`src/rtl/game_pkg.sv`:
```
// Shared types and default constants for the game sequencer.
package game_pkg;

   typedef enum logic [1:0] {
      ST_MENU,
      ST_PLAYING,
      ST_CONTINUE,
      ST_FINAL
   } game_state_e;

   localparam int unsigned LIVES_INIT_DEF      = 3;
   localparam int unsigned SCORE_BITS_DEF      = 8;
   localparam int unsigned WIN_SCORE_DEF       = 20;
   localparam int unsigned CONTINUE_FRAMES_DEF = 600;
   localparam int unsigned FINAL_FRAMES_DEF    = 300;
   localparam int unsigned CNT_BITS_DEF        = 10;

   // One-hot screen flags, packed {final, continue, playing, menu}.
   function automatic logic [3:0] state_flags(input game_state_e st);
      logic [3:0] f;
      f = 4'b0000;
      unique case (st)
         ST_MENU:     f = 4'b0001;
         ST_PLAYING:  f = 4'b0010;
         ST_CONTINUE: f = 4'b0100;
         ST_FINAL:    f = 4'b1000;
      endcase
      return f;
   endfunction

endpackage

```
`src/rtl/game_state_ctrl_countdown.sv`:
```
// Loadable frame down-counter shared by the CONTINUE and FINAL screens.
module frame_countdown #(
   parameter int unsigned CNT_BITS = 10
) (
   input  logic                clk_i,
   input  logic                rst_i,
   input  logic                load_i,
   input  logic [CNT_BITS-1:0] load_val_i,
   input  logic                tick_i,
   output logic [CNT_BITS-1:0] count_o,
   output logic                zero_o,
   output logic                last_o
);

   logic [CNT_BITS-1:0] cnt_q;

   // Load has priority over the per-frame decrement; the count parks at zero.
   always_ff @(posedge clk_i) begin
      if (rst_i) begin
         cnt_q <= '0;
      end else if (load_i) begin
         cnt_q <= load_val_i;
      end else if (tick_i && (cnt_q != '0)) begin
         cnt_q <= cnt_q - CNT_BITS'(1);
      end
   end

   assign count_o = cnt_q;
   assign zero_o  = (cnt_q == '0);
   // One frame left: the next tick brings the count to zero.
   assign last_o  = (cnt_q == CNT_BITS'(1));

endmodule

```
`src/rtl/game_state_ctrl.sv`:
```
// Game sequencer: MENU/PLAYING/CONTINUE/FINAL with lives/score tracking.
// Screen changes are requested at any time but only committed on a frame tick.
module game_state_ctrl
   import game_pkg::*;
#(
   parameter int unsigned LIVES_INIT      = LIVES_INIT_DEF,
   parameter int unsigned SCORE_BITS      = SCORE_BITS_DEF,
   parameter int unsigned WIN_SCORE       = WIN_SCORE_DEF,
   parameter int unsigned CONTINUE_FRAMES = CONTINUE_FRAMES_DEF,
   parameter int unsigned FINAL_FRAMES    = FINAL_FRAMES_DEF,
   parameter int unsigned CNT_BITS        = CNT_BITS_DEF
) (
   input  logic                  clk_i,
   input  logic                  rst_i,
   input  logic                  frame_tick_i,
   input  logic                  start_btn_i,
   input  logic                  player_hit_i,
   input  logic                  enemy_kill_i,
   output logic                  is_menu_o,
   output logic                  is_playing_o,
   output logic                  is_continue_o,
   output logic                  is_final_o,
   output logic                  game_reset_o,
   output logic [1:0]            lives_o,
   output logic [SCORE_BITS-1:0] score_o,
   output logic [CNT_BITS-1:0]   countdown_o,
   output logic                  win_o
);

   localparam logic [SCORE_BITS-1:0] SCORE_MAX  = '1;
   localparam logic [SCORE_BITS-1:0] SCORE_WIN  = SCORE_BITS'(WIN_SCORE);
   localparam logic [1:0]            LIVES_LOAD = 2'(LIVES_INIT);
   localparam logic [CNT_BITS-1:0]   CONT_LOAD  = CNT_BITS'(CONTINUE_FRAMES);
   localparam logic [CNT_BITS-1:0]   FINAL_LOAD = CNT_BITS'(FINAL_FRAMES);

   game_state_e           state_q, state_d;
   game_state_e           tgt_q, tgt_d;
   game_state_e           new_tgt, tgt;
   logic                  pend_q, pend_d;
   logic                  start_q;
   logic [1:0]            lives_q, lives_d;
   logic [SCORE_BITS-1:0] score_q, score_d;
   logic                  win_q, win_d;
   logic                  game_reset_q, game_reset_d;
   logic [3:0]            flags_q;
   logic                  start_edge, new_req, req, commit, kill_win, lives_out;
   logic                  cnt_expire, cnt_zero, cnt_last;
   logic [CNT_BITS-1:0]   cnt_val, cnt_count;

   assign start_edge = start_btn_i & ~start_q;
   // Counter hits zero on this tick (or is already there).
   assign cnt_expire = frame_tick_i & (cnt_zero | cnt_last);

   frame_countdown #(
      .CNT_BITS (CNT_BITS)
   ) u_countdown (
      .clk_i      (clk_i),
      .rst_i      (rst_i),
      .load_i     (commit),
      .load_val_i (cnt_val),
      .tick_i     (frame_tick_i),
      .count_o    (cnt_count),
      .zero_o     (cnt_zero),
      .last_o     (cnt_last)
   );

   // Next-state: gameplay bookkeeping, transition requests and frame-aligned commit.
   always_comb begin
      state_d      = state_q;
      tgt_d        = tgt_q;
      pend_d       = pend_q;
      lives_d      = lives_q;
      score_d      = score_q;
      win_d        = win_q;
      game_reset_d = 1'b0;
      new_req      = 1'b0;
      new_tgt      = tgt_q;
      kill_win     = 1'b0;
      lives_out    = 1'b0;
      cnt_val      = '0;

      unique case (state_q)
         ST_MENU: begin
            if (start_edge) begin
               new_req = 1'b1;
               new_tgt = ST_PLAYING;
            end
         end
         ST_PLAYING: begin
            // A pending request freezes the score and lives until the commit.
            if (!pend_q) begin
               if (enemy_kill_i) begin
                  if (score_q != SCORE_MAX) score_d = score_q + SCORE_BITS'(1);
                  if (score_d == SCORE_WIN) begin
                     win_d    = 1'b1;
                     kill_win = 1'b1;
                  end
               end
               if (player_hit_i && (lives_q != 2'd0)) begin
                  lives_d   = lives_q - 2'd1;
                  lives_out = (lives_d == 2'd0);
               end
               // A win outranks running out of lives in the same cycle.
               if (kill_win) begin
                  new_req = 1'b1;
                  new_tgt = ST_FINAL;
               end else if (lives_out) begin
                  new_req = 1'b1;
                  new_tgt = ST_CONTINUE;
               end
            end
         end
         ST_CONTINUE: begin
            if (start_edge) begin
               new_req = 1'b1;
               new_tgt = ST_PLAYING;
            end else if (!pend_q && cnt_expire) begin
               new_req = 1'b1;
               new_tgt = ST_FINAL;
            end
         end
         ST_FINAL: begin
            if (start_edge || cnt_expire) begin
               new_req = 1'b1;
               new_tgt = ST_MENU;
            end
         end
      endcase

      req    = pend_q | new_req;
      tgt    = new_req ? new_tgt : tgt_q;
      commit = frame_tick_i & req;

      if (commit) begin
         state_d = tgt;
         pend_d  = 1'b0;
         unique case (tgt)
            ST_MENU: begin
               lives_d = LIVES_LOAD;
               score_d = '0;
               win_d   = 1'b0;
            end
            ST_PLAYING: begin
               lives_d      = LIVES_LOAD;
               game_reset_d = 1'b1;
               // Continuing keeps the score; a fresh game from the menu clears it.
               if (state_q == ST_MENU) begin
                  score_d = '0;
                  win_d   = 1'b0;
               end
            end
            ST_CONTINUE: cnt_val = CONT_LOAD;
            ST_FINAL:    cnt_val = FINAL_LOAD;
         endcase
      end else begin
         pend_d = req;
         tgt_d  = tgt;
      end
   end

   // State and bookkeeping registers; flags are registered from the next state
   // so they change on the cycle right after the commit edge.
   always_ff @(posedge clk_i) begin
      if (rst_i) begin
         state_q      <= ST_MENU;
         tgt_q        <= ST_MENU;
         pend_q       <= 1'b0;
         start_q      <= 1'b0;
         lives_q      <= LIVES_LOAD;
         score_q      <= '0;
         win_q        <= 1'b0;
         game_reset_q <= 1'b0;
         flags_q      <= state_flags(ST_MENU);
      end else begin
         state_q      <= state_d;
         tgt_q        <= tgt_d;
         pend_q       <= pend_d;
         start_q      <= start_btn_i;
         lives_q      <= lives_d;
         score_q      <= score_d;
         win_q        <= win_d;
         game_reset_q <= game_reset_d;
         flags_q      <= state_flags(state_d);
      end
   end

   assign is_menu_o     = flags_q[0];
   assign is_playing_o  = flags_q[1];
   assign is_continue_o = flags_q[2];
   assign is_final_o    = flags_q[3];
   assign game_reset_o  = game_reset_q;
   assign lives_o       = lives_q;
   assign score_o       = score_q;
   assign countdown_o   = cnt_count;
   assign win_o         = win_q;

endmodule

```
`config.mk`:
```
export PLATFORM = sky130hd
export DESIGN_NAME = game_state_ctrl
export DESIGN_NICKNAME = d
export VERILOG_FILES = /design/src/rtl/game_pkg.sv /design/src/rtl/game_state_ctrl_countdown.sv /design/src/rtl/game_state_ctrl.sv
export SDC_FILE = /design/constraint.sdc
export NUM_CORES = 1
export LEC_CHECK = 0
export BUFFER_PORTS_ARGS = -buffer_cell sky130_fd_sc_hd__buf_4
export CORE_UTILIZATION = 45
export CTS_BUF_LIST = sky130_fd_sc_hd__clkbuf_4 sky130_fd_sc_hd__clkbuf_8
export DETAILED_ROUTE_END_ITERATION = 16
export PLACE_DENSITY = 0.63
export SLEW_MARGIN = 15
export SYNTH_ARGS = -nofsm -noshare
export SYNTH_HDL_FRONTEND = slang
export SYNTH_SLANG_ARGS = --single-unit
```
`constraint.sdc`:
```
create_clock -name clk_i -period 3 [get_ports clk_i]
set_input_delay 0.3 -clock clk_i [delete_from_list [all_inputs] [get_ports clk_i]]
set_output_delay 0.3 -clock clk_i [all_outputs]
set_load 0.05 [all_outputs]
```
# [After elaboration in Yosys (flattened, before gate mapping)]
# Index checks and enable logic that the tools add are counted.
[classes] n_addsub=3 eq_ne=12 muxes=52 bitwise_logic=7 n_reduce_logical=16
[ops] op="8-bit 2-to-1 mux" n=9
[ops] op="2-bit 2-to-1 mux" n=14
[ops] op="1-bit 2-to-1 mux" n=21
[ops] op="10-bit 2-to-1 mux" n=2
[ops] op="10-bit case mux with 2 select lines" n=1
[ops] op="4-bit case mux with 4 select lines" n=1
[ops] op="8-bit case mux with 2 select lines" n=1
[ops] op="2-bit == test, second input constant" n=6
[ops] op="10-bit by 1-bit == test with 1-bit output, second input constant" n=1
[ops] op="10-bit zero test" n=1
[ops] op="10-bit nonzero test" n=1
[ops] op="10-bit by 1-bit subtractor with 10-bit output, second input constant" n=1
[ops] op="8-bit by 1-bit adder with 8-bit output, second input constant" n=1
[ops] op="8-bit by 5-bit == test with 1-bit output, second input constant" n=1
[ops] op="2-bit zero test" n=4
[ops] op="8-bit inequality test, second input constant" n=1
[ops] op="2-bit case mux with 4 select lines" n=1
[ops] op="2-bit by 1-bit == test with 1-bit output, second input constant" n=3
[ops] op="2-bit OR reduction" n=3
[ops] op="1-bit case mux with 4 select lines" n=1
[ops] op="2-bit nonzero test" n=2
[ops] op="1-bit bitwise AND" n=3
[ops] op="1-bit logical AND" n=3
[ops] op="1-bit NOT" n=2
[ops] op="5 further kinds" n=6
[word_totals] register_bits=32 in_bits=6 output_inout_bits=26 word_cells=100

# [Depth between registers and ports, before layout]
[depth] word_depth=18 ltp_mapped=10 ltp_nobuf=9

# [Modules after synthesis]
# Synthesis repeated with hierarchy kept, for this count alone.
[hier_totals] hier_cells=220 hier_area_um2=1920.6
[modules_own_cells] mod="game_state_ctrl" n_inst=1 cells_per_inst=143 area_per_inst_um2=1262.5 seq_area_each_um2=440.4
[modules_own_cells] mod="frame_countdown" n_inst=1 cells_per_inst=77 area_per_inst_um2=658.1 seq_area_each_um2=200.2

# [Worst setup path before layout]
# OpenSTA, ideal clock, no wires.
[synth_path] kind="flip-flop to flip-flop" startpoint="register score_q[0], in the netlist score_o[0]" endpoint="register u_countdown.cnt_q[8], in the netlist u_countdown.count_o[8]" setup_ns=0.086 arrival_time_ns=2.600 required_time_ns=2.914 path_slack_ns=0.314 path_stages_with_launch=10 path_buffers=1 period_less_slack_ns=2.686 path_cell_list="dfxtp_1 -> ha_1 -> nand3_1 -> nor3_1 -> o31ai_1 -> or2_1 -> buf_6 -> nand2_4 -> or3b_4 -> a221oi_2"
[synth_between] elab_chain_cells=17 elab_cells_between_ends=25 classes_between="add/sub (1); eq/ne (4); mux (17); bitwise (2); reduce/logical (1)"
[synth_lines] item="start: declaration" line="game_state_ctrl.sv:42" text="logic [SCORE_BITS-1:0] score_q, score_d;"
[synth_lines] item="start signal: assignment" line="game_state_ctrl.sv:180" text="score_q <= score_d;"
[synth_lines] item="8-bit by 1-bit adder with 8-bit output or 8-bit inequality test (tied branches)" line="game_state_ctrl.sv:93" text="if (score_q != SCORE_MAX) score_d = score_q + SCORE_BITS'(1);"
[synth_lines] item="8-bit 2-to-1 mux (*)" line="game_state_ctrl.sv:93"
[synth_lines] item="8-bit 2-to-1 mux (*)" line="game_state_ctrl.sv:92" text="if (enemy_kill_i) begin"
[synth_lines] item="8-bit 2-to-1 mux (*)" line="game_state_ctrl.sv:91" text="if (!pend_q) begin"
[synth_lines] item="8-bit 2-to-1 mux (*)" line="game_state_ctrl.sv:82" text="unique case (state_q)"
[synth_lines] item="8-bit by 5-bit == test with 1-bit output (*)" line="game_state_ctrl.sv:94" text="if (score_d == SCORE_WIN) begin"
[synth_lines] item="1-bit 2-to-1 mux (*)" line="game_state_ctrl.sv:94"
[synth_lines] item="1-bit 2-to-1 mux (*)" line="game_state_ctrl.sv:92"
[synth_lines] item="1-bit 2-to-1 mux (*)" line="game_state_ctrl.sv:91"
[synth_lines] item="1-bit 2-to-1 mux (*)" line="game_state_ctrl.sv:82"
[synth_lines] item="2-bit 2-to-1 mux or 1-bit 2-to-1 mux (tied branches)" line="game_state_ctrl.sv:104" text="if (kill_win) begin"
[synth_lines] item="2-bit 2-to-1 mux or 1-bit 2-to-1 mux (tied branches)" line="game_state_ctrl.sv:91"
[synth_lines] item="2-bit case mux with 4 select lines or 1-bit case mux with 4 select lines (tied branches)" line="game_state_ctrl.sv:82"
[synth_lines] item="2-bit 2-to-1 mux" line="game_state_ctrl.sv:131" text="tgt = new_req ? new_tgt : tgt_q;"
[synth_lines] item="2-bit == test" line="game_state_ctrl.sv:137" text="unique case (tgt)"
[synth_lines] item="10-bit case mux with 2 select lines" line="game_state_ctrl.sv:137"
[synth_lines] item="10-bit 2-to-1 mux" line="game_state_ctrl_countdown.sv:21" text="end else if (load_i) begin"
[synth_lines] item="end signal: assignment" line="game_state_ctrl_countdown.sv:22" text="cnt_q <= load_val_i;"
[synth_lines] item="end signal: assignment" line="game_state_ctrl_countdown.sv:24" text="cnt_q <= cnt_q - CNT_BITS'(1);"
[synth_lines] item="end: declaration" line="game_state_ctrl_countdown.sv:15" text="logic [CNT_BITS-1:0] cnt_q;"
# Every way passes the cells marked *; elsewhere a longest branch is shown, timed or not. The select of a mux whose other input is x is not followed.
# A chain may end at the register's enable or synchronous reset.

# [Worst setup path in the final report]
[layout_path] startpoint="register u_countdown.cnt_q[0], in the netlist u_countdown.count_o[0]" endpoint="register flags_q[3]"
[layout_between] elab_chain_cells=12 elab_cells_between_ends=23 classes_between="eq/ne (4); mux (11); bitwise (4); reduce/logical (4)"
[layout_lines] item="10-bit by 1-bit == test with 1-bit output or 10-bit zero test (tied branches)" line="game_state_ctrl_countdown.sv:31, game_state_ctrl_countdown.sv:29"
[layout_lines] item="1-bit OR (*)" line="game_state_ctrl.sv:52" text="assign cnt_expire = frame_tick_i & (cnt_zero | cnt_last);"
[layout_lines] item="1-bit bitwise AND (*)" line="game_state_ctrl.sv:52"
[layout_lines] item="1-bit logical AND" line="game_state_ctrl.sv:117" text="end else if (!pend_q && cnt_expire) begin"
[layout_lines] item="1-bit 2-to-1 mux" line="game_state_ctrl.sv:117"
[layout_lines] item="1-bit 2-to-1 mux" line="game_state_ctrl.sv:114" text="if (start_edge) begin"
[layout_lines] item="1-bit case mux with 4 select lines" line="game_state_ctrl.sv:82"
[layout_lines] item="1-bit OR" line="game_state_ctrl.sv:130" text="req = pend_q | new_req;"
[layout_lines] item="1-bit bitwise AND" line="game_state_ctrl.sv:132" text="commit = frame_tick_i & req;"
[layout_lines] item="2-bit 2-to-1 mux (*)" line="game_state_ctrl.sv:134" text="if (commit) begin"
[layout_lines] item="2-bit == test (tied with other cells)" line="game_pkg.sv:22" text="unique case (st)"
[layout_lines] item="4-bit case mux with 4 select lines (*)" line="game_pkg.sv:22"
[layout_lines] item="end signal: assignment" line="game_state_ctrl.sv:173" text="flags_q <= state_flags(ST_MENU);"
[layout_lines] item="end signal: assignment" line="game_state_ctrl.sv:183" text="flags_q <= state_flags(state_d);"
[layout_lines] item="end: declaration" line="game_state_ctrl.sv:45" text="logic [3:0] flags_q;"
# Every way passes the cells marked *; elsewhere a longest branch is shown, timed or not.

==> metrics <==
Setup violations, final 0; CTS resizes 0; # DRC 0; WS Path Type reg2reg; status finished clean; maximum vdd drop 345 uV; vias 1727; pin slew with the least headroom to its limit 0.656 ns; global route overflow 0; Core Rows 23; worst path arrival time 2.89 ns; Hold Path Class in2reg; synth-to-layout area growth 16.6%; clock sink total 32; Fmax 369 MHz; total power 2.24 mW; Slew Viols, Final 0; CP Max Fanout 13; Min Hold Slack 0.254 ns; dpl hpwl 3.31 mm; IO Port Bufs 31; global-route wire length before repair 7.29 mm; First DRT Iteration DRCs 95; max_slew headroom 56.1%; DRT Wirelength 4.51 mm; initial antenna violation count 0; ys flop type dfxtp_1; Clock Latency Late Sink 0.29 ns; Synth Register Bits 32; fraction of layout cells with a size suffix above 1 24.6%; vias in the first global route 1525; IO Pins 32; EDFF count, synth 0; post-place instance area 2200 sq um; 1st-pass router iterations 4; startpoint class of the critical path flop; Crit path required time 3.18 ns; Ant. Diodes 0; clock root buffer clkbuf_8; Vias/cell 5.64; DR WL/cell 14.7 um; setup bufs post-CTS 0; H-Tree Depth 2; Die Area 4660 sq um; Ys Warns 0; Setup Skew 0.00628 ns; unrepaired setup endpoints after global routing false; Avg Inst Size Synth 8.75 sq um; Final Wtd Congestion 0.934; Die X 68.3 um; Critical Path Sink Type flop; CTS tree built; largest net degree at the start of global routing 28; Core Box Area 4120 sq um; Clk pin slew, worst setup/hold paths 0.07 ns; Power Density 970 nW/um^2; die height 68.3 um; Max clock buf depth 2; setup TNS 0 ns; post-synthesis sequential area ratio 32.4%; Initial Util 48.1%; total track usage 21.2%; CTS Buf Count 5; final cell area excluding filler cells 2310 sq um; Hold-fix buffers, CTS 0; Antenna Nets Post-Route 0; Nets 267; fin crit share 90.4%; min Tclk post-route 2.71 ns; post-synth net total 238; synthesized instance count 226; final hold violations 0; Synth cell types 66; P_leak 0.922 nW; Cell Area, Synth 1980 sq um; max cap viols 0; Async SR Flop Fraction 0%
synthesized netlist by cell type, drive strengths merged, types with 2 or more instances:
cell type  count  area (sq um)
a2111oi        2          23.8
a211oi         2          15.0
a21oi         10          50.1
a221oi         3          50.1
a31o           2          17.5
a31oi          4          25.0
and2           3          20.0
and2b          2          15.0
buf            9          78.8
dfxtp         32           641
ha             6          75.1
inv           10          37.5
mux2           3          33.8
nand2         23          93.8
nand2b         2          12.5
nand3          9          45.0
nand3b         2          15.0
nand4          5          37.5
nor2          21          78.8
nor2b          4          25.0
nor3          18          90.1
nor4           3          48.8
o211ai         2          20.0
o21a           2          15.0
o21ai          7          42.5
o32ai          3          45.1
or4b           2          20.0
xnor2          8          70.1
xor2           4          35.0
final cells by class:
type | count | area [sq um]
fill | 410 | 1810
multi-input combinational | 173 | 1210
sequential | 32 | 641
timing repair buffer | 33 | 248
clock buffer | 6 | 76.3
tap | 50 | 62.6
inverter | 10 | 37.5
clock inverter | 2 | 35.0
per-stage QoR:
stage,util (%),setup WS (ns),std cells
after CTS,56.1,0.261,306
after detailed placement,53.4,0.257,298
final,56.1,0.289,306
after floorplan,-,0.314,226
after global placement,53.4,0.242,298
after global routing,56.1,0.0681,306
critical path, stage by stage (launching register included):
cell and delay (ns):
dfxtp_1 0.45, inv_1 0.10, ha_1 0.24, o21a_1 0.23, a311o_1 0.40, a21oi_1 0.18
o21ai_2 0.13, o21ai_2 0.46, a21boi_0 0.23, and2_1 0.20
metal layers:
layer	vias to the layer above	GRT usage [%]	part of all wire [%]
li1	890	-	-
met1	789	28.4	48
met2	39	33.5	46
met3	9	4.00	3.6
met4	0	8.07	1.6
met5	-	0	0
where the power goes:
group          leakage, nW  total [mW]  switching (mW)  internal, mW
Combinational        0.602        1.17           0.710         0.456
Clock               0.0586       0.425           0.170         0.256
Sequential           0.261       0.647           0.132         0.515
registers in the layout (all words and copies together) (netlist names):
name                 count
start_q                  1
flags_q                  4
score_o                  8
win_o                    1
game_reset_o             1
state_q                  2
u_countdown.count_o     10
lives_o                  2
pend_q                   1
tgt_q                    2
final timing paths:
kind                           from         end  slack (ns)  cells after the start
min reg2reg                   win_o       win_o        0.48                      2
min                     start_btn_i     start_q        0.25                      2
max reg2reg  u_countdown.count_o[0]  flags_q[3]        0.29                      9
max          u_countdown.count_o[0]  flags_q[3]        0.29                      9
logic make-up after synthesis:
logic type      synth area share (%)
compound gates                  21.4
simple gates                    28.8
fa+ha+maj                       3.79
buf+inv                         6.58
flops                           32.4
xor+xnor                        5.31
mux                             1.71
placed cells by master, fill, tap and decap left out, drive strengths merged, types with 2 or more instances in the layout:
master    n
buf      33
xor2      4
nand2    23
nand4     5
nand3     9
a2111oi   2
nor2b     4
and2b     2
nor4      3
inv      10
ha        6
o32ai     3
a221oi    3
o21a      2
o211ai    2
dfxtp    32
nand2b    2
xnor2     8
a31o      2
nand3b    2
clkbuf    6
nor3     18
mux2      3
or4b      2
nor2     21
a21oi    10
and2      3
a31oi     4
a211oi    2
o21ai     7
(Power assumes the default switching activity.)
